--- src/rtl/alu_issue.sv ---
// Execute-issue stage in front of a single-cycle-latency ALU: E drives the ALU, W presents the
// result one cycle later to writeback, with operand forwarding, hold/flush and div-by-zero reporting.
module alu_issue #(
    parameter int              XLEN   = 32,
    parameter int              OPW    = 5,
    parameter logic [OPW-1:0]  OP_ADD = '0
) (
    input  logic            clk,
    input  logic            rst,
    input  logic            in_valid,
    output logic            in_ready,
    input  logic [OPW-1:0]  in_op,
    input  logic [4:0]      in_rs1,
    input  logic [4:0]      in_rs2,
    input  logic [4:0]      in_rd,
    input  logic [XLEN-1:0] in_rs1_val,
    input  logic [XLEN-1:0] in_rs2_val,
    input  logic [XLEN-1:0] in_imm,
    input  logic            in_use_imm,
    input  logic            in_wen,
    input  logic            hold,
    input  logic            flush,
    output logic [OPW-1:0]  alu_op,
    output logic [XLEN-1:0] alu_r1,
    output logic [XLEN-1:0] alu_r2,
    input  logic [XLEN-1:0] alu_res,
    input  logic            alu_illegal,
    output logic            wb_valid,
    output logic            wb_wen,
    output logic [4:0]      wb_rd,
    output logic [XLEN-1:0] wb_data,
    output logic            exc_valid
);

    logic                  e_valid_q, e_wen_q;
    logic [OPW-1:0]        e_op_q;
    logic [4:0]            e_rd_q;
    logic [1:0][4:0]       e_src_q;
    logic [1:0][XLEN-1:0]  e_opnd_q;
    logic [1:0]            e_res_q;

    logic                  w_valid_q, w_wen_q, w_exc_q, w_fresh_q;
    logic [4:0]            w_rd_q;
    logic [XLEN-1:0]       w_data_q;
    logic                  hold_q;

    logic                  w_fwd_ok, first_hold;
    logic [1:0][4:0]       in_src;
    logic [1:0][XLEN-1:0]  in_val, e_cur, cap;
    logic [1:0]            in_fwd, e_fwd;

    // W's value: live ALU result in its first cycle, captured copy afterwards
    assign wb_data    = w_fresh_q ? alu_res : w_data_q;
    assign w_fwd_ok   = w_valid_q & w_wen_q & ~w_exc_q;
    assign first_hold = hold & ~hold_q;

    assign in_src[0] = in_rs1;
    assign in_src[1] = in_rs2;
    assign in_val[0] = in_rs1_val;
    assign in_val[1] = in_rs2_val;

    genvar gi;
    generate
        for (gi = 0; gi < 2; gi++) begin : g_opnd
            assign in_fwd[gi] = w_fwd_ok && (w_rd_q == in_src[gi]) && (in_src[gi] != 5'd0);
            assign e_fwd[gi]  = w_fwd_ok && (w_rd_q == e_src_q[gi]) && (e_src_q[gi] != 5'd0)
                                && !e_res_q[gi];
            assign e_cur[gi]  = e_fwd[gi] ? wb_data : e_opnd_q[gi];
        end
    endgenerate

    assign cap[0] = in_fwd[0] ? wb_data : in_val[0];
    assign cap[1] = in_use_imm ? in_imm : (in_fwd[1] ? wb_data : in_val[1]);

    assign in_ready  = ~hold;
    assign alu_op    = e_valid_q ? e_op_q   : OP_ADD;
    assign alu_r1    = e_valid_q ? e_cur[0] : '0;
    assign alu_r2    = e_valid_q ? e_cur[1] : '0;

    // A W op sees exactly one non-held cycle (its last), so write/exception fire once there
    assign wb_valid  = w_valid_q;
    assign wb_rd     = w_rd_q;
    assign wb_wen    = w_valid_q & w_wen_q & ~w_exc_q & (w_rd_q != 5'd0) & ~hold;
    assign exc_valid = w_valid_q & w_exc_q & ~hold;

    always_ff @(posedge clk) begin
        if (rst) begin
            e_valid_q <= 1'b0;
            e_wen_q   <= 1'b0;
            e_op_q    <= OP_ADD;
            e_rd_q    <= '0;
            e_src_q   <= '0;
            e_opnd_q  <= '0;
            e_res_q   <= '0;
            w_valid_q <= 1'b0;
            w_wen_q   <= 1'b0;
            w_exc_q   <= 1'b0;
            w_fresh_q <= 1'b0;
            w_rd_q    <= '0;
            w_data_q  <= '0;
            hold_q    <= 1'b0;
        end else begin
            hold_q <= hold;
            if (w_fresh_q) begin
                w_data_q <= alu_res;
            end
            if (hold) begin
                w_fresh_q <= 1'b0;
                if (flush) begin
                    e_valid_q <= 1'b0;
                end
                // alu_res stops belonging to W once the ALU recomputes E, so pin E's operands
                if (first_hold) begin
                    e_opnd_q <= e_cur;
                    e_res_q  <= 2'b11;
                end
            end else begin
                e_valid_q <= in_valid & ~flush;
                e_op_q    <= in_op;
                e_rd_q    <= in_rd;
                e_wen_q   <= in_wen;
                e_src_q   <= in_src;
                e_opnd_q  <= cap;
                e_res_q   <= {in_use_imm, 1'b0};
                w_valid_q <= e_valid_q & ~flush;
                w_rd_q    <= e_rd_q;
                w_wen_q   <= e_wen_q;
                w_exc_q   <= e_valid_q & alu_illegal;
                w_fresh_q <= 1'b1;
            end
        end
    end

endmodule

--- config.mk ---
export PLATFORM = sky130hd
export DESIGN_NAME = alu_issue
export DESIGN_NICKNAME = d
export VERILOG_FILES = /design/src/rtl/alu_issue.sv
export SDC_FILE = /design/constraint.sdc
export NUM_CORES = 1
export LEC_CHECK = 0
export ABC_AREA = 1
export ABC_CLOCK_PERIOD_IN_PS = 2100
export CORE_AREA = 2 2 137 139
export CTS_CLUSTER_SIZE = 20
export DETAILED_ROUTE_END_ITERATION = 16
export DIE_AREA = 0 0 139 141
export HOLD_SLACK_MARGIN = 0.08
export MAX_ROUTING_LAYER = met4
export PLACE_DENSITY = 0.83
export SYNTH_ARGS = -nofsm -noshare
export SYNTH_HDL_FRONTEND = slang
export SYNTH_SLANG_ARGS = --single-unit
--- constraint.sdc ---
create_clock -name clk -period 2.1 [get_ports clk]
set_input_delay 0.525 -clock clk [delete_from_list [all_inputs] [get_ports clk]]
set_output_delay 0.525 -clock clk [all_outputs]
set_load 0.005 [all_outputs]
## Word level (Yosys, flattened, before mapping)

Index checks and enable logic that the tools add are counted.

- Eq/ne operators: 6
- Muxes and demuxes: 16
- Bitwise gates (word level): 14
- Reductions and logical operators: 18

Operator list:

| cell | count |
|---|---|
| $mux 32 | 8 |
| $mux 64 | 2 |
| $reduce_bool 5->1 | 5 |
| $eq 5x5->1 | 4 |
| $and 1x1->1 | 10 |
| $logic_and 1x1->1 | 10 |
| $mux 5 | 1 |
| $mux 2 | 2 |
| $ne 2x1->1 const B | 2 |
| $not 1->1 | 4 |
| $mux 1 | 3 |
| $logic_not 1->1 | 2 |
| $reduce_or 2->1 | 1 |

- Bits in registers: 130
- Bits of input ports: 156
- Output and inout port bits: 110
- Logic and storage cells: 71

## Logic depth before layout (Yosys ltp)

- Word-level depth: 8
- Gate-level depth with buffers: 12

## Least setup slack after synthesis

No wires, ideal clock.

- Path type: reg2out
- From: reg w_rd_q[0] (netlist: wb_rd[0])
- To: out alu_r2[24]
- Arrival: 1.347 ns
- Setup slack: 0.228 ns
- Stages on the path, launching flop included: 11
- Path buffers: 1
- Cells stage by stage: dfxtp_1 inv_2 nand2_2 nand2_1 nor2_2 inv_1 nor2_8 buf_6 nand3_1 nand2_1 nor2_1

- Longest elaborated chain between the ends: 6

Ends and longest elaborated chain:

| what | line | text |
|---|---|---|
| from (decl) | 43 | `logic [4:0] w_rd_q;` |
| from (signal assigned) | 126 | `w_rd_q <= e_rd_q;` |
| $eq 5x5->1 | 66 | `assign e_fwd[gi] = w_fwd_ok && (w_rd_q == e_src_q[gi]) && (e_src_q[gi] != 5'd0)` |
| $logic_and 1x1->1 (2 in series) | 66 |  |
| $logic_and 1x1->1 | 67 | `&& !e_res_q[gi];` |
| $mux 32 | 68 | `assign e_cur[gi] = e_fwd[gi] ? wb_data : e_opnd_q[gi];` |
| $mux 32 | 78 | `assign alu_r2 = e_valid_q ? e_cur[1] : '0;` |
| to (decl) | 25 | `output logic [XLEN-1:0] alu_r2,` |

No other way between the ends.

## Final worst setup path

- From: reg w_rd_q[1] (netlist: wb_rd[1])
- To: out alu_r1[7]

- Longest elaborated chain between the ends: 6

Ends and longest elaborated chain:

| what | line | text |
|---|---|---|
| $eq 5x5->1 | 66 |  |
| $logic_and 1x1->1 (2 in series) | 66 |  |
| $logic_and 1x1->1 | 67 |  |
| $mux 32 | 68 |  |
| $mux 32 | 77 | `assign alu_r1 = e_valid_q ? e_cur[0] : '0;` |
| to (decl) | 24 | `output logic [XLEN-1:0] alu_r1,` |

No other way between the ends.

==> run_results.csv <==
group,metric,value,unit
clock_network,clk_pin_slew_worst_paths,60,ps
timing,fmax,0.366,GHz
hold_path,min_path_type,"input port to flop",
placed_design,port_buffers,265,
placed_design,dpl_cell_area,12500,um^2
logic_synthesis,syn_area,8330,um^2
timing,finalSetupViolCount,117,
global_route,grt_max_degree,41,
logic_synthesis,ys_warn_count,0,
placed_design,dp_hpwl,22500,um
setup_path,r2r_end,"e_opnd_q[3]",
setup_path,endpoint,"alu_r1[7]",
timing,tightest_slew,971,ps
clock_network,cts_tree,"done",
setup_path,critical_path_class,"flop to primary output",
clock_network,htree_levels,4,
layout,fin_util,88.8,%
drt,drtPass1Iterations,7,
power,p_total,8.53,mW
layout,synthToLayoutAreaGrowth,94.7,%
layout,fin_nets,2140,
status,status,"complete, but fails checks",
die,io_pins,266,
drt,via_per_inst,6.27,
setup_path,crit_buf_inv,4,
clock_network,cts_root_buf,"clkbuf_16",
power,power.density,526,nW/um^2
logic_synthesis,synth_fp_nets,1622,
logic_synthesis,postSynthAreaPerCell,5.68,um^2
setup_path,reg2reg_slack,-150,ps
clock_network,cts_inserted_buffers,17,
timing,maxSlewViolCount,0,
setup_path,critPathArrivalTime,2210,ps
die,fp.dieH,141,um
global_route,grt_pass1_wl,59800,um
drt,drt_iter0_drc,1962,
drt,wire_per_inst,23.5,um
setup_path,end_kind,"primary output",
timing,rsz0062_at_grt,"yes",
clock_network,clock-sinks,130,
timing,finalCritPeriodShare,130,%
clock_network,clockBufferDepth,2,
die,core,18300,um^2
power,p_leak,7.98,nW
timing,finalHoldViolCount,0,
logic_synthesis,yosysUniqueCellTypes,30,
setup_path,rr_worst_depth,15,
logic_synthesis,postSynthRegisterBits,130,
timing,fin_crit,2730,ps
setup_path,cp_top_family,"simple AND/OR/NAND/NOR gates",
layout,drive_gt1_share,38.3,%
clock_network,clkLatencyLatePin,460,ps
die,start_util,45.6,%
die,fp-row-count,50,
global_route,grt_pass1_vias,11700,
layout,nFillCells,781,
power,vdd_ir_drop_max,0.682,mV
placed_design,dpl.cell_count,2048,
setup_path,worstPathRequired,1570,ps
setup_path,crit_cells,11,
setup_path,worstPathMaxFanout,6,
logic_synthesis,syn_inst,1466,
drt,dr_total_vias,14000,
placed_design,place.gp.congestion,0.966,
drt,drc_errors,0,
timing,fin_ws,-633,ps
setup_path,max_stage_delay,400,ps
setup_path,r2r-start,"wb_rd[1]",
die,die_w,139,um
drt,drtAntennaViolNets,0,
global_route,antenna_found_initial,3,
die,die-area,19600,um^2
logic_synthesis,synth_seq_area_share,31.3,%
layout,stdcell_count,2235,
setup_path,worstPathCellList,"inv_4 > nand2_1 > nand2_1 > nor2_2 > nand4_1 > buf_6 > clkbuf_16 > nand2_2 > nand2_2 > nor2_1 > clkbuf_2",
status,violations,"negative setup slack",
global_route,gr-total-overflow,0,
global_route,grt_use_total,38.9,%
setup_path,start_kind,"flop",
timing,fin_skew,18.2,ps
drt,wl,52400,um
setup_path,crit_start,"wb_rd[1]",
layout,final_area,16200,um^2
placed_design,place_ws,-577,ps
timing,relSlewSlack,35.1,%
setup_path,crit_slowest_cell,"dfxtp_4",
run,drv_cap,0,
[cells by family after synthesis]
| family | count (synthesis) | share of synthesized area (%) |
|---|---|---|
| simple gates | 899 | 45.2 |
| flops | 130 | 31.3 |
| xor+xnor | 1 | 0.105 |
| compound gates | 108 | 8.07 |
| buf+inv | 328 | 15.4 |
[Yosys cell counts]
| master | count | area (um^2) |
|---|---|---|
| a2111oi_0 | 1 | 8.76 |
| a211oi_1 | 1 | 7.51 |
| a21oi_1 | 7 | 35.0 |
| a22o_1 | 5 | 43.8 |
| a22oi_1 | 32 | 240 |
| a311oi_1 | 1 | 8.76 |
| buf_1 | 9 | 33.8 |
| buf_2 | 21 | 105 |
| buf_4 | 3 | 22.5 |
| buf_6 | 2 | 22.5 |
| clkbuf_1 | 50 | 188 |
| clkinv_1 | 1 | 3.75 |
| dfxtp_1 | 130 | 2600 |
| inv_1 | 236 | 886 |
| inv_2 | 6 | 22.5 |
| nand2_1 | 485 | 1820 |
| nand2_2 | 4 | 25.0 |
| nand3_1 | 173 | 866 |
| nand4_1 | 35 | 219 |
| nand4_4 | 1 | 21.3 |
| nor2_1 | 190 | 713 |
| nor2_2 | 5 | 31.3 |
| nor2_4 | 3 | 33.8 |
| nor2_8 | 1 | 20.0 |
| nor3_1 | 2 | 10.0 |
| o21ai_0 | 15 | 75.1 |
| o21ai_1 | 30 | 150 |
| o22ai_1 | 15 | 93.8 |
| o32ai_1 | 1 | 8.76 |
| xor2_1 | 1 | 8.76 |
[how the worst min path moves through the flow]
stage	startpoint	end	slack (ps)	cells after the start
3_3_place_gp	e_wen_q	w_wen_q	450	2
5_1_grt	rst	e_valid_q	410	2
3_5_place_dp	e_wen_q	w_wen_q	460	2
4_1_cts	rst	e_valid_q	420	2
2_1_floorplan	e_res_q[0]	e_res_q[0]	430	2
6_report	rst	e_valid_q	410	2
[worst register-to-register path: stages, from the launching register on]
cell	delay, ps
dfxtp_4	400
inv_4	50
nand2_1	50
nand2_1	70
nor2_2	160
nand2_2	90
nor2_4	110
buf_12	150
buf_16	140
buf_8	130
nand3_2	80
buf_4	140
nand3_1	100
nand2_1	80
nand2_1	110
nand2_1	200
[stage by stage]
stage | setup TNS [ps] | hold WS, ps
finish | -41270 | 410
global route | -48570 | 411
CTS | -44810 | 424
detailed placement | -57560 | 461
global placement | -53970 | 452
floorplan | 0 | 432
[final cells by class]
| cell class | instances | area, um^2 | share of cell area, % |
|---|---|---|---|
| repair buffers | 584 | 5740 | 35.4 |
| clock inverters | 15 | 160 | 0.988 |
| diodes | 4 | 10.0 | 0.0617 |
| clock buffers | 17 | 425 | 2.62 |
| inverters | 243 | 925 | 5.70 |
| well taps | 234 | 293 | 1.81 |
| multi-input cells | 1008 | 6020 | 37.1 |
| flip-flops and latches | 130 | 2650 | 16.3 |
[flip-flops by register name, summed over array words and instances, names as in the netlist, 2 cells and up]
name / flops
e_rd_q: 5
w_data_q: 32
e_res_q: 2
wb_rd: 5
e_src_q: 10
e_opnd_q: 64
e_op_q: 5
[per-layer routing]
layer / vias to the layer above / part of all wire, % / GRT usage (%)
li1: 5590 / - / -
met1: 6291 / 32 / 45.0
met2: 1503 / 44 / 62.7
met3: 621 / 13 / 7.74
met4: 0 / 10 / 23.7
met5: - / 0 / -
[timing repair]
item / CTS / global route
endpoints found under the hold margin: 0 / 0
gates cloned: 8 / 8
gates resized for setup: 344 / 532
endpoints found under the setup margin: 102 / 102
pin swaps: 41 / 123
setup buffers: 49 / 101
hold buffers: 0 / 0
[cells in the final DEF (no fill, tap or decap), types with 34 or more instances in the layout]
cell type and n:
buf_12 36, buf_2 38, buf_4 187, buf_6 88, clkbuf_2 41, clkdlybuf4s50_1 165, dfxtp_1 113, inv_1 202
inv_2 36, nand2_1 362, nand2_2 87, nand2_4 40, nand3_1 124, nand3_4 34, nand4_1 35, nor2_1 156
[power by group]
group | switching [mW] | leakage, nW | total, mW | internal [mW]
clock | 1.35 | 0.272 | 3.10 | 1.76
combinational | 1.43 | 6.63 | 2.67 | 1.24
sequential | 0.134 | 1.08 | 2.75 | 2.62
No activity file was read; power rests on OpenSTA's default activity.
